--- src/rtl/udma_adc_rx_seq.sv ---
// udma_adc_rx_seq: scans enabled ADC channels, buffers tagged samples and emits them as level-stretched valids.
// Define UDMA_ADC_RX_SEQ_TIMESTAMP_EN to stamp a free-running counter into the bits between sample and channel ID.
module udma_adc_rx_seq #(
    parameter int ADC_NUM_CHS    = 8,
    parameter int CH_ID_WIDTH    = 4,
    parameter int CH_ID_LSB      = 28,
    parameter int ADC_DATA_WIDTH = 32,
    parameter int SAMPLE_WIDTH   = 16,
    parameter int FIFO_DEPTH     = 4,
    parameter int HOLD_CYCLES    = 4
) (
    input  logic                      clk_i,
    input  logic                      rst_ni,
    input  logic                      cfg_en_i,
    input  logic [ADC_NUM_CHS-1:0]    cfg_ch_mask_i,
    input  logic [15:0]               cfg_period_i,
    output logic                      adc_start_o,
    output logic [CH_ID_WIDTH-1:0]    adc_ch_o,
    input  logic                      adc_done_i,
    input  logic [SAMPLE_WIDTH-1:0]   adc_sample_i,
    output logic                      adc_rx_valid_o,
    output logic [ADC_DATA_WIDTH-1:0] adc_rx_data_o,
    output logic                      overflow_o
);
    localparam int AW = $clog2(FIFO_DEPTH);
    localparam int HW = $clog2(HOLD_CYCLES);

    typedef enum logic [1:0] {IDLE, START, CONV, WAIT} scan_e;
    typedef enum logic [1:0] {OIDLE, OHIGH, OLOW} out_e;

    scan_e                     st_q;
    out_e                      ost_q;
    logic                      start_q, valid_q, ovf_q;
    logic [CH_ID_WIDTH-1:0]    ch_q, first_ch, next_ch;
    logic                      next_hit, any_ch, period_hit, push, pop, full, wr_en;
    logic [15:0]               cnt_q;
    logic [ADC_DATA_WIDTH-1:0] mem_q [FIFO_DEPTH];
    logic [AW-1:0]             wr_q, rd_q;
    logic [AW:0]               fill_q;
    logic [ADC_DATA_WIDTH-1:0] data_q, word_d;
    logic [HW-1:0]             hold_q;

    assign any_ch     = |cfg_ch_mask_i;
    assign period_hit = ({1'b0, cnt_q} + 17'd1) >= {1'b0, cfg_period_i};
    assign push       = (st_q == CONV) && adc_done_i;
    assign pop        = (ost_q == OIDLE) && (fill_q != '0);
    assign full       = fill_q == (AW+1)'(FIFO_DEPTH);
    assign wr_en      = push && (!full || pop);

    // Walk downward so the lowest qualifying bit wins.
    always_comb begin
        first_ch = '0;
        next_ch  = '0;
        next_hit = 1'b0;
        for (int i = ADC_NUM_CHS - 1; i >= 0; i--) begin
            if (cfg_ch_mask_i[i]) first_ch = CH_ID_WIDTH'(i);
            if (cfg_ch_mask_i[i] && i > int'(ch_q)) begin
                next_ch  = CH_ID_WIDTH'(i);
                next_hit = 1'b1;
            end
        end
    end

`ifdef UDMA_ADC_RX_SEQ_TIMESTAMP_EN
    logic [CH_ID_LSB-SAMPLE_WIDTH-1:0] ts_q;

    always_ff @(posedge clk_i or negedge rst_ni) begin
        if (!rst_ni) ts_q <= '0;
        else         ts_q <= ts_q + 1'b1;
    end
`endif

    always_comb begin
        word_d = '0;
        word_d[CH_ID_LSB +: CH_ID_WIDTH]  = ch_q;
        word_d[SAMPLE_WIDTH-1:0]          = adc_sample_i;
`ifdef UDMA_ADC_RX_SEQ_TIMESTAMP_EN
        word_d[CH_ID_LSB-1:SAMPLE_WIDTH]  = ts_q;
`endif
    end

    always_ff @(posedge clk_i or negedge rst_ni) begin
        if (!rst_ni) begin
            st_q    <= IDLE;
            start_q <= 1'b0;
            ch_q    <= '0;
            cnt_q   <= '0;
        end else begin
            start_q <= 1'b0;
            if (cnt_q != '1) cnt_q <= cnt_q + 16'd1;
            case (st_q)
                IDLE: if (cfg_en_i && any_ch) begin
                    st_q    <= START;
                    start_q <= 1'b1;
                    ch_q    <= first_ch;
                    cnt_q   <= '0;
                end
                START: st_q <= cfg_en_i ? CONV : IDLE;
                CONV: if (adc_done_i) begin
                    if (!cfg_en_i || !any_ch) st_q <= IDLE;
                    else if (next_hit) begin
                        st_q    <= START;
                        start_q <= 1'b1;
                        ch_q    <= next_ch;
                    end else st_q <= WAIT;
                end
                WAIT: if (!cfg_en_i) st_q <= IDLE;
                else if (period_hit) begin
                    if (!any_ch) st_q <= IDLE;
                    else begin
                        st_q    <= START;
                        start_q <= 1'b1;
                        ch_q    <= first_ch;
                        cnt_q   <= '0;
                    end
                end
            endcase
        end
    end

    always_ff @(posedge clk_i) begin
        if (wr_en) mem_q[wr_q] <= word_d;
    end

    // A pop in the same cycle frees the slot, so a push into a full FIFO is kept.
    always_ff @(posedge clk_i or negedge rst_ni) begin
        if (!rst_ni) begin
            wr_q   <= '0;
            rd_q   <= '0;
            fill_q <= '0;
            ovf_q  <= 1'b0;
        end else begin
            if (wr_en) wr_q <= wr_q + 1'b1;
            if (pop) rd_q <= rd_q + 1'b1;
            fill_q <= fill_q + (AW+1)'(wr_en) - (AW+1)'(pop);
            if (push && full && !pop) ovf_q <= 1'b1;
        end
    end

    always_ff @(posedge clk_i or negedge rst_ni) begin
        if (!rst_ni) begin
            ost_q   <= OIDLE;
            valid_q <= 1'b0;
            data_q  <= '0;
            hold_q  <= '0;
        end else begin
            case (ost_q)
                OIDLE: if (pop) begin
                    data_q  <= mem_q[rd_q];
                    valid_q <= 1'b1;
                    hold_q  <= '0;
                    ost_q   <= OHIGH;
                end
                OHIGH: begin
                    hold_q <= hold_q + 1'b1;
                    if (hold_q == HW'(HOLD_CYCLES - 1)) begin
                        hold_q  <= '0;
                        valid_q <= 1'b0;
                        ost_q   <= OLOW;
                    end
                end
                OLOW: begin
                    hold_q <= hold_q + 1'b1;
                    if (hold_q == HW'(HOLD_CYCLES - 1)) begin
                        hold_q <= '0;
                        ost_q  <= OIDLE;
                    end
                end
                default: ost_q <= OIDLE;
            endcase
        end
    end

    assign adc_start_o    = start_q;
    assign adc_ch_o       = ch_q;
    assign adc_rx_valid_o = valid_q;
    assign adc_rx_data_o  = data_q;
    assign overflow_o     = ovf_q;
endmodule

--- config.mk ---
export PLATFORM = sky130hd
export DESIGN_NAME = udma_adc_rx_seq
export DESIGN_NICKNAME = d
export VERILOG_FILES = /design/src/rtl/udma_adc_rx_seq.sv
export SDC_FILE = /design/constraint.sdc
export NUM_CORES = 1
export LEC_CHECK = 0
export ABC_AREA = 1
export CAP_MARGIN = 20
export CELL_PAD_IN_SITES_DETAIL_PLACEMENT = 1
export CELL_PAD_IN_SITES_GLOBAL_PLACEMENT = 1
export CORE_ASPECT_RATIO = 2
export CORE_MARGIN = 1
export CORE_UTILIZATION = 39
export CTS_CLUSTER_DIAMETER = 80
export DETAILED_ROUTE_END_ITERATION = 12
export HOLD_SLACK_MARGIN = 0.03
export PLACE_DENSITY_LB_ADDON = 0.3
export RECOVER_POWER = 25
export SLEW_MARGIN = 10
export SYNTH_ARGS = -nofsm -noshare
export SYNTH_HDL_FRONTEND = slang
export SYNTH_SLANG_ARGS = --single-unit
--- constraint.sdc ---
create_clock -name clk_i -period 2.3 [get_ports clk_i]
set_input_delay 0.46 -clock clk_i [delete_from_list [all_inputs] [get_ports clk_i]]
set_output_delay 0.46 -clock clk_i [all_outputs]
set_load 0.03 [all_outputs]
==> impl_results.md, run 1 <==
* Status: finished with violations
* Violated checks: setup timing
* CP Class: reg -> reg
* Largest net degree at the start of global routing at 43
* Fmax at 366 MHz
* Worst path required time at 2.66 ns
* Area growth, synth to finish at 31.7%
* Final RePlAce weighted congestion at between 0.8 and 0.9
* Fraction of layout cells with a size suffix above 1 at 0.190
* Maximum vdd drop at 0.487 mV
* Critical path, cell by cell: ha_2, nand2_2, nor2_4, nand3_2, inv_2, nand3_2, xnor2_2, ha_1, nand2_1, nand2_2, a21oi_4, o21ai_2, a21oi_2, nand3_4, nand3_4, inv_8, nor2_4
* Routed WL at 18400 µm
* Slew Viols, Final at 0
* Starting Density at 0.399
* Worst reg2reg path startpoint: cnt_q[1]$_DFF_PN0_
* Sw Ratio at 0.399
* Setup crit end kind: register
* Remaining DRCs at 0
* Kind of cell adding the most delay to the critical path: simple AND/OR/NAND/NOR gates
* I/O pin cnt at 83
* Seq/Total Area, Yosys at 0.559
* Distinct cell type count after synthesis at 38
* Sequential share of power at 0.320
* Clk Latency, worst-skew pair at between 0.4 and 0.5 ns
* # diodes at 0
* Pint at 6.16 mW
* Pleak at 3.74 nW
* Core Util, Final at 0.526
* Site Rows at 66
* Clk buf depth at 2
* Yosys synthesis warning count at 0
* Global-route wire length before repair at 29400 µm
* CTS tree: yes
* Pre-antenna DRT Iters at 4
* Critical Path Start Type: register
* 1st-iter DRT viols at around 190
* Initial antenna violation count at 0
* Hold Vio Cnt, Final at 0
* Worst Skew at 0.00740 ns
* Fin cells at 1015
* Die width at about 93 µm
* Final setup violation count at 22
* CP Max Fanout at 8
* Async set-reset flop share out of synthesis at 0.415
* Post-route ant nets at 0
* Primary FF master, synth: edfxtp_1
* Slowest CP cell: dfrtp_1
* Power Dens Cells at around 1200 nW/µm²
* Minimum clock period at approximately 2.7 ns
* Buf/Inv on CP at 2
* # placed instances at 973
* Gate count of the mapped netlist at 666
* Die area at 17200 µm²
* Setup total negative slack at -9.02 ns
* Mapped cell area at roughly 6500 µm²
* Syn Area/Cell at 9.76 µm²
* Reg2Reg Setup Slack at -0.43 ns
* Crit share post-route at 1.19
* Vias in the first global route at 5915
* Sw power at 4.09 mW
* # port buffers at a little under 70
* Hold WC Path Type: in -> async
* Cts bufs inserted at 17
* Worst slew pin tran at about 0.52 ns
* Clock share of power at 0.275
* Grt ovf at 0
* CTS H-tree lvls at 4
* Slew HR at 0.651
* Total track usage at 0.232
* FF-to-FF path depth at 17
* Critical path data arrival time at 3.09 ns
* DR vias/cell at slightly above 5
* Final WS setup at -0.433 ns
* Wirelength per Cell at between 15 and 20 µm
* RSZ-0062 raised after global routing: yes
* Combinational share of power at 0.406
* Core Area at 16300 µm²
* Reg-to-Reg End: cnt_q[0]$_DFF_PN0_
* #FFs+latches synth at 130
* Number of enable flip-flop cells after synthesis at 76
* Die height at 185 µm
* Layout Nets at 876
* TritonCTS Sinks at 130
* DPL Wire Length at 12800 µm
* Clock Pin Slew Worst Setup and Hold Paths at 0.06 ns
* Max stage delay on crit path at 0.38 ns
* Routed vias at 5171
* Max-cap viol count at 0
* Clock Tree Root: clkbuf_16
[layout by cell type, fill, tap and decap left out, types with 3 or more instances in the layout]
cell	netlist	layout
nand2_1	84	81
nand2_2	2	5
conb_1	1	14
bufinv_16	0	3
dfrtp_1	54	54
ha_1	33	30
nand3_2	1	4
nor2_1	143	138
a21oi_2	1	3
inv_1	71	68
xor2_1	9	9
xnor2_1	7	5
inv_2	3	5
clkbuf_16	0	17
buf_4	14	59
nand3b_1	3	3
clkdlybuf4s50_1	0	52
a31oi_1	21	20
dlygate4sd3_1	0	16
ha_2	0	3
clkinvlp_4	0	4
edfxtp_1	76	76
nor2_2	1	6
or2_2	3	3
nand2_4	3	3
nand3_1	22	18
nor2_4	13	13
inv_6	0	4
o21ai_0	48	46
nand4_1	8	8
a21oi_1	12	8
[worst max path at each step]
stage	start	to	slack, ns	depth (start not counted)
after floorplan	cnt_q[0]$_DFF_PN0_	cnt_q[10]$_DFF_PN0_	-0.18	18
after global placement	cnt_q[1]$_DFF_PN0_	cnt_q[11]$_DFF_PN0_	-0.41	15
after detailed placement	cnt_q[1]$_DFF_PN0_	cnt_q[11]$_DFF_PN0_	-0.53	17
after CTS	cnt_q[0]$_DFF_PN0_	st_q[0]$_DFFE_PN0P_	-0.43	18
after global routing	cnt_q[1]$_DFF_PN0_	st_q[0]$_DFFE_PN0P_	-0.65	20
final	cnt_q[1]$_DFF_PN0_	cnt_q[0]$_DFF_PN0_	-0.43	17
[worst reg2reg max path, delay by kind of cell, from the launching register on]
family	cells	cell delay, ns
flip-flops	1	0.38
buffers and inverters	2	0.18
AO/OA/AOI/OAI	3	0.43
AND/OR/NAND/NOR	9	0.98
XOR/XNOR	1	0.16
adder cells (fa/ha/maj)	2	0.52
[kinds of logic after synthesis]
| group | share of synthesized area |
|---|---|
| multiplexers | 0.00154 |
| buffers and inverters | 0.0724 |
| other | 0.000577 |
| XOR/XNOR | 0.0216 |
| AND/OR/NAND/NOR | 0.203 |
| adder cells (fa/ha/maj) | 0.0666 |
| flip-flops | 0.559 |
| AO/OA/AOI/OAI | 0.0755 |
[flip-flops by register name, indices dropped and copies added (netlist names)]
name / count
adc_rx_data_o: 19
wr_q: 2
overflow_o: 1
cnt_q: 16
ost_q: 2
rd_q: 2
adc_ch_o: 3
mem_q: 76
adc_rx_valid_o: 1
hold_q: 2
st_q: 2
fill_q: 3
adc_start_o: 1
[layout make-up]
class | count | area (µm²)
inverter | 74 | 285
clock buffer | 18 | 439
clock inverter | 14 | 178
timing repair buffer | 132 | 1190
multi-input combinational | 442 | 2560
fill | 1821 | 7710
timing repair inverter | 1 | 11.3
sequential | 130 | 3630
tap | 204 | 255
[Yosys cell counts, types with 2 or more instances]
master	n	share of area
nor3_1	2	0.0015
xor2_1	9	0.012
o21ai_1	2	0.0015
buf_4	14	0.016
ha_1	33	0.064
inv_1	71	0.041
nand3b_1	3	0.0035
nor2_4	13	0.023
a31oi_1	21	0.020
nand3_1	22	0.017
edfxtp_1	76	0.35
clkbuf_1	17	0.0098
xnor2_1	7	0.0094
nand2_2	2	0.0019
o31ai_1	2	0.0023
dfrtp_1	54	0.21
inv_2	3	0.0017
or2_2	3	0.0029
nand2_4	3	0.0052
nor2_1	143	0.083
nand2_1	84	0.049
a21oi_1	12	0.0092
o21ai_0	48	0.037
nand4_1	8	0.0077
[per-stage QoR]
step	hold slack (ns)	area, µm²	total power, mW	setup slack (ns)
global route	0.547	8560	10.8	-0.649
detailed placement	0.327	7760	7.18	-0.527
finish	0.515	8560	10.3	-0.433
CTS	0.411	8480	10.2	-0.429
global placement	0.324	7760	6.86	-0.405
floorplan	0.164	6580	5.78	-0.182
[power by group through the flow]
stage	clock (mW)	sequential [mW]	combinational [mW]
2_1_floorplan	0	3.59	2.18
3_3_place_gp	0	3.26	3.60
3_5_place_dp	0	3.31	3.87
4_1_cts	2.86	3.27	4.12
5_1_grt	2.94	3.33	4.57
6_report	2.82	3.28	4.16
[routing by layer]
layer,vias up,global-route usage,wire length [µm]
li1,2425,-,-
met1,2606,0.199,5970
met2,97,0.484,11500
met3,43,0.0380,347
met4,0,0.116,612
met5,-,0,0
[what timing repair did]
item	4_1_cts	5_1_grt
pin swaps	8	10
hold endpoints to repair	5	0
buffers inserted	3	5
hold buffers	1	0
resized for setup	19	11
cloned	1	0
setup endpoints to repair	23	71
Note: power is estimated with default switching activity, not from simulation.
==> run 2: changes to the inputs <==
--- a/config.mk
+++ b/config.mk
@@ -15,7 +15,7 @@
 export CTS_CLUSTER_DIAMETER = 80
 export DETAILED_ROUTE_END_ITERATION = 12
 export HOLD_SLACK_MARGIN = 0.03
-export PLACE_DENSITY_LB_ADDON = 0.3
+export PLACE_DENSITY = 0.82
 export RECOVER_POWER = 25
 export SLEW_MARGIN = 10
 export SYNTH_ARGS = -nofsm -noshare
==> run 2 against run 1 <==
The flow still finishes with violations (setup timing). Register-to-register slack got worse by 0.09 ns. Critical path depth increased by 1. Clock skew increased by 0.0014 ns. Clock power decreased by 6%. Flip-flop and latch count unchanged. Power decreased by 2.0%. Combinational power about the same. Cell count unchanged. Utilization increased by 0.84 points. Global-route usage decreased by 0.72 points. Final area increased by 1.6%. Critical endpoint is now st_q[0]$_DFFE_PN0P_. Largest cell class unchanged.
==> impl_results.md, run 2 (synthesis results as in run 1) <==
* I/O pin cnt at 83
* Max-cap viol count at 0
* Initial antenna violation count at 0
* Reg2Reg Setup Slack at -0.52 ns
* Violated checks: setup timing
* Top reg by flops: mem_q
* Final RePlAce weighted congestion at 0.886
* Crit share post-route at 1.23
* Total track usage at 0.224
* DR vias/cell at 5.10
* Pre-antenna DRT Iters at 4
* Cts bufs inserted at 17
* CTS tree: yes
* Worst hold path cell count at 2
* Clock Tree Root: clkbuf_16
* Final WS setup at -0.524 ns
* FF-to-FF path depth at 18
* Wirelength per Cell at approximately 18 µm
* Site Rows at 66
* Fraction of layout cells with a size suffix above 1 at 0.215
* Clk buf depth at 2
* Slew HR at 0.324
* Global-route wire length before repair at 28600 µm
* Post-Layout Inst Area at slightly below 9000 µm²
* Layout Nets at 876
* Worst slew pin tran at 1.01 ns
* RSZ-0062 raised after global routing: yes
* Power Dens Cells at 1160 nW/µm²
* Worst path required time at 2.65 ns
* # placed instances at 966
* Die area at around 17000 µm²
* CTS H-tree lvls at 4
* Die width at approximately 93 µm
* Clock Pin Slew Worst Setup and Hold Paths at 0.06 ns
* Cell Area, Placed at 7690 µm²
* Core Util, Final at 0.534
* Starting Density at 0.399
* Status: finished with violations
* Area growth, synth to finish at 33.8%
* Final setup violation count at 22
* Worst Skew at roughly 0.0088 ns
* DPL Wire Length at 12800 µm
* Setup crit end kind: register
* 1st-iter DRT viols at 199
* Place WS at -0.600 ns
* Number of flip-flops in the largest register at 76
* # diodes at 0
* Pleak at 3.77 nW
* CP Max Fanout at 4
* Largest net degree at the start of global routing at 43
* Minimum clock period at 2.82 ns
* Most frequent cells in the layout: 131 x nor2_1, 76 x edfxtp_1, 74 x nand2_1, 67 x inv_1, 55 x buf_4
* Fin cells at 1015
* Die height at 185 µm
* Routed WL at between 15000 and 20000 µm
* Vias in the first global route at about 5800
* Grt ovf at 0
* Power Total at between 10 and 15 mW
* TritonCTS Sinks at 130
* Critical Path Start Type: register
* Remaining DRCs at 0
* # port buffers at 68
* Post-route ant nets at 0
* Maximum vdd drop at 0.590 mV
* Fmax at between 300 and 400 MHz
* CP Class: reg -> reg
* Hold Vio Cnt, Final at 0
* Commonest non-fill, non-tap cell in the layout: nor2_1
* Hold WC Path Type: reg -> reg
* Critical path data arrival time at 3.17 ns
* Core Area at approximately 16000 µm²
* Clk Latency, worst-skew pair at between 0.4 and 0.5 ns
* Routed vias at a little over 5000
* Slew Viols, Final at 0
* # fillers at 1791
==> run 2: final cells by class <==
| type | instances | area (µm²) | area share |
|---|---|---|---|
| Clock buffer | 19 | 453 | 0.0521 |
| Multi-Input combinational cell | 442 | 2720 | 0.313 |
| Inverter | 74 | 285 | 0.0328 |
| Sequential cell | 130 | 3630 | 0.418 |
| Clock inverter | 13 | 136 | 0.0157 |
| Tap cell | 204 | 255 | 0.0294 |
| Timing Repair inverter | 1 | 11.3 | 0.00130 |
| Timing Repair Buffer | 132 | 1200 | 0.138 |
==> run 2: critical path: stages, from the launching register on <==
cell	delay, ns
dfrtp_1	0.39
ha_2	0.21
nand2_2	0.07
nor2_4	0.22
buf_6	0.15
nand2_8	0.06
o21ai_1	0.17
nand2_1	0.10
inv_2	0.08
ha_4	0.20
nand2_1	0.08
nand2_1	0.07
a21oi_2	0.14
o21ai_2	0.07
a21oi_2	0.23
nand4_1	0.22
nand2_1	0.16
nand2_1	0.07
nand2_1	0.06
==> run 2: routing by layer <==
layer / global-route usage / share of wire / up-vias
met2: 0.462 / 0.60 / 117
met1: 0.192 / 0.33 / 2572
li1: - / - / 2428
met3: 0.0359 / 0.021 / 58
met4: 0.127 / 0.050 / 0
met5: 0 / 0 / -
==> run 2: what timing repair did <==
item                                    4_1_cts  5_1_grt
endpoints found under the setup margin       23       45
endpoints found under the hold margin         7        0
buffers inserted                              9        6
pin swaps                                    32       21
cloned                                        1        0
gates resized for setup                      44       20
hold buffers                                  1        0
==> run 2: final timing paths <==
kind / start / endpoint
max: cnt_q[0]$_DFF_PN0_ / st_q[0]$_DFFE_PN0P_
min: adc_rx_valid_o$_DFFE_PN0P_ / adc_rx_valid_o$_DFFE_PN0P_
max reg2reg: cnt_q[0]$_DFF_PN0_ / st_q[0]$_DFFE_PN0P_
min reg2reg: adc_rx_valid_o$_DFFE_PN0P_ / adc_rx_valid_o$_DFFE_PN0P_
max in group asynchronous: rst_ni / adc_rx_valid_o$_DFFE_PN0P_
min in group asynchronous: rst_ni / adc_rx_data_o[4]$_DFFE_PN0P_
==> run 2: through the flow <==
step / setup TNS [ns] / hold slack (ns)
finish: -10.58 / 0.513
CTS: -8.32 / 0.523
global placement: -9.07 / 0.452
floorplan: -12.17 / 0.164
detailed placement: -12.75 / 0.459
global route: -13.75 / 0.551
==> run 2: power breakdown <==
part / internal (mW) / switching, mW / total, mW
combinational: 1.47 / 2.66 / 4.13
clock: 1.65 / 1.02 / 2.66
sequential: 2.92 / 0.330 / 3.25
total: 6.04 / 4.00 / 10.0
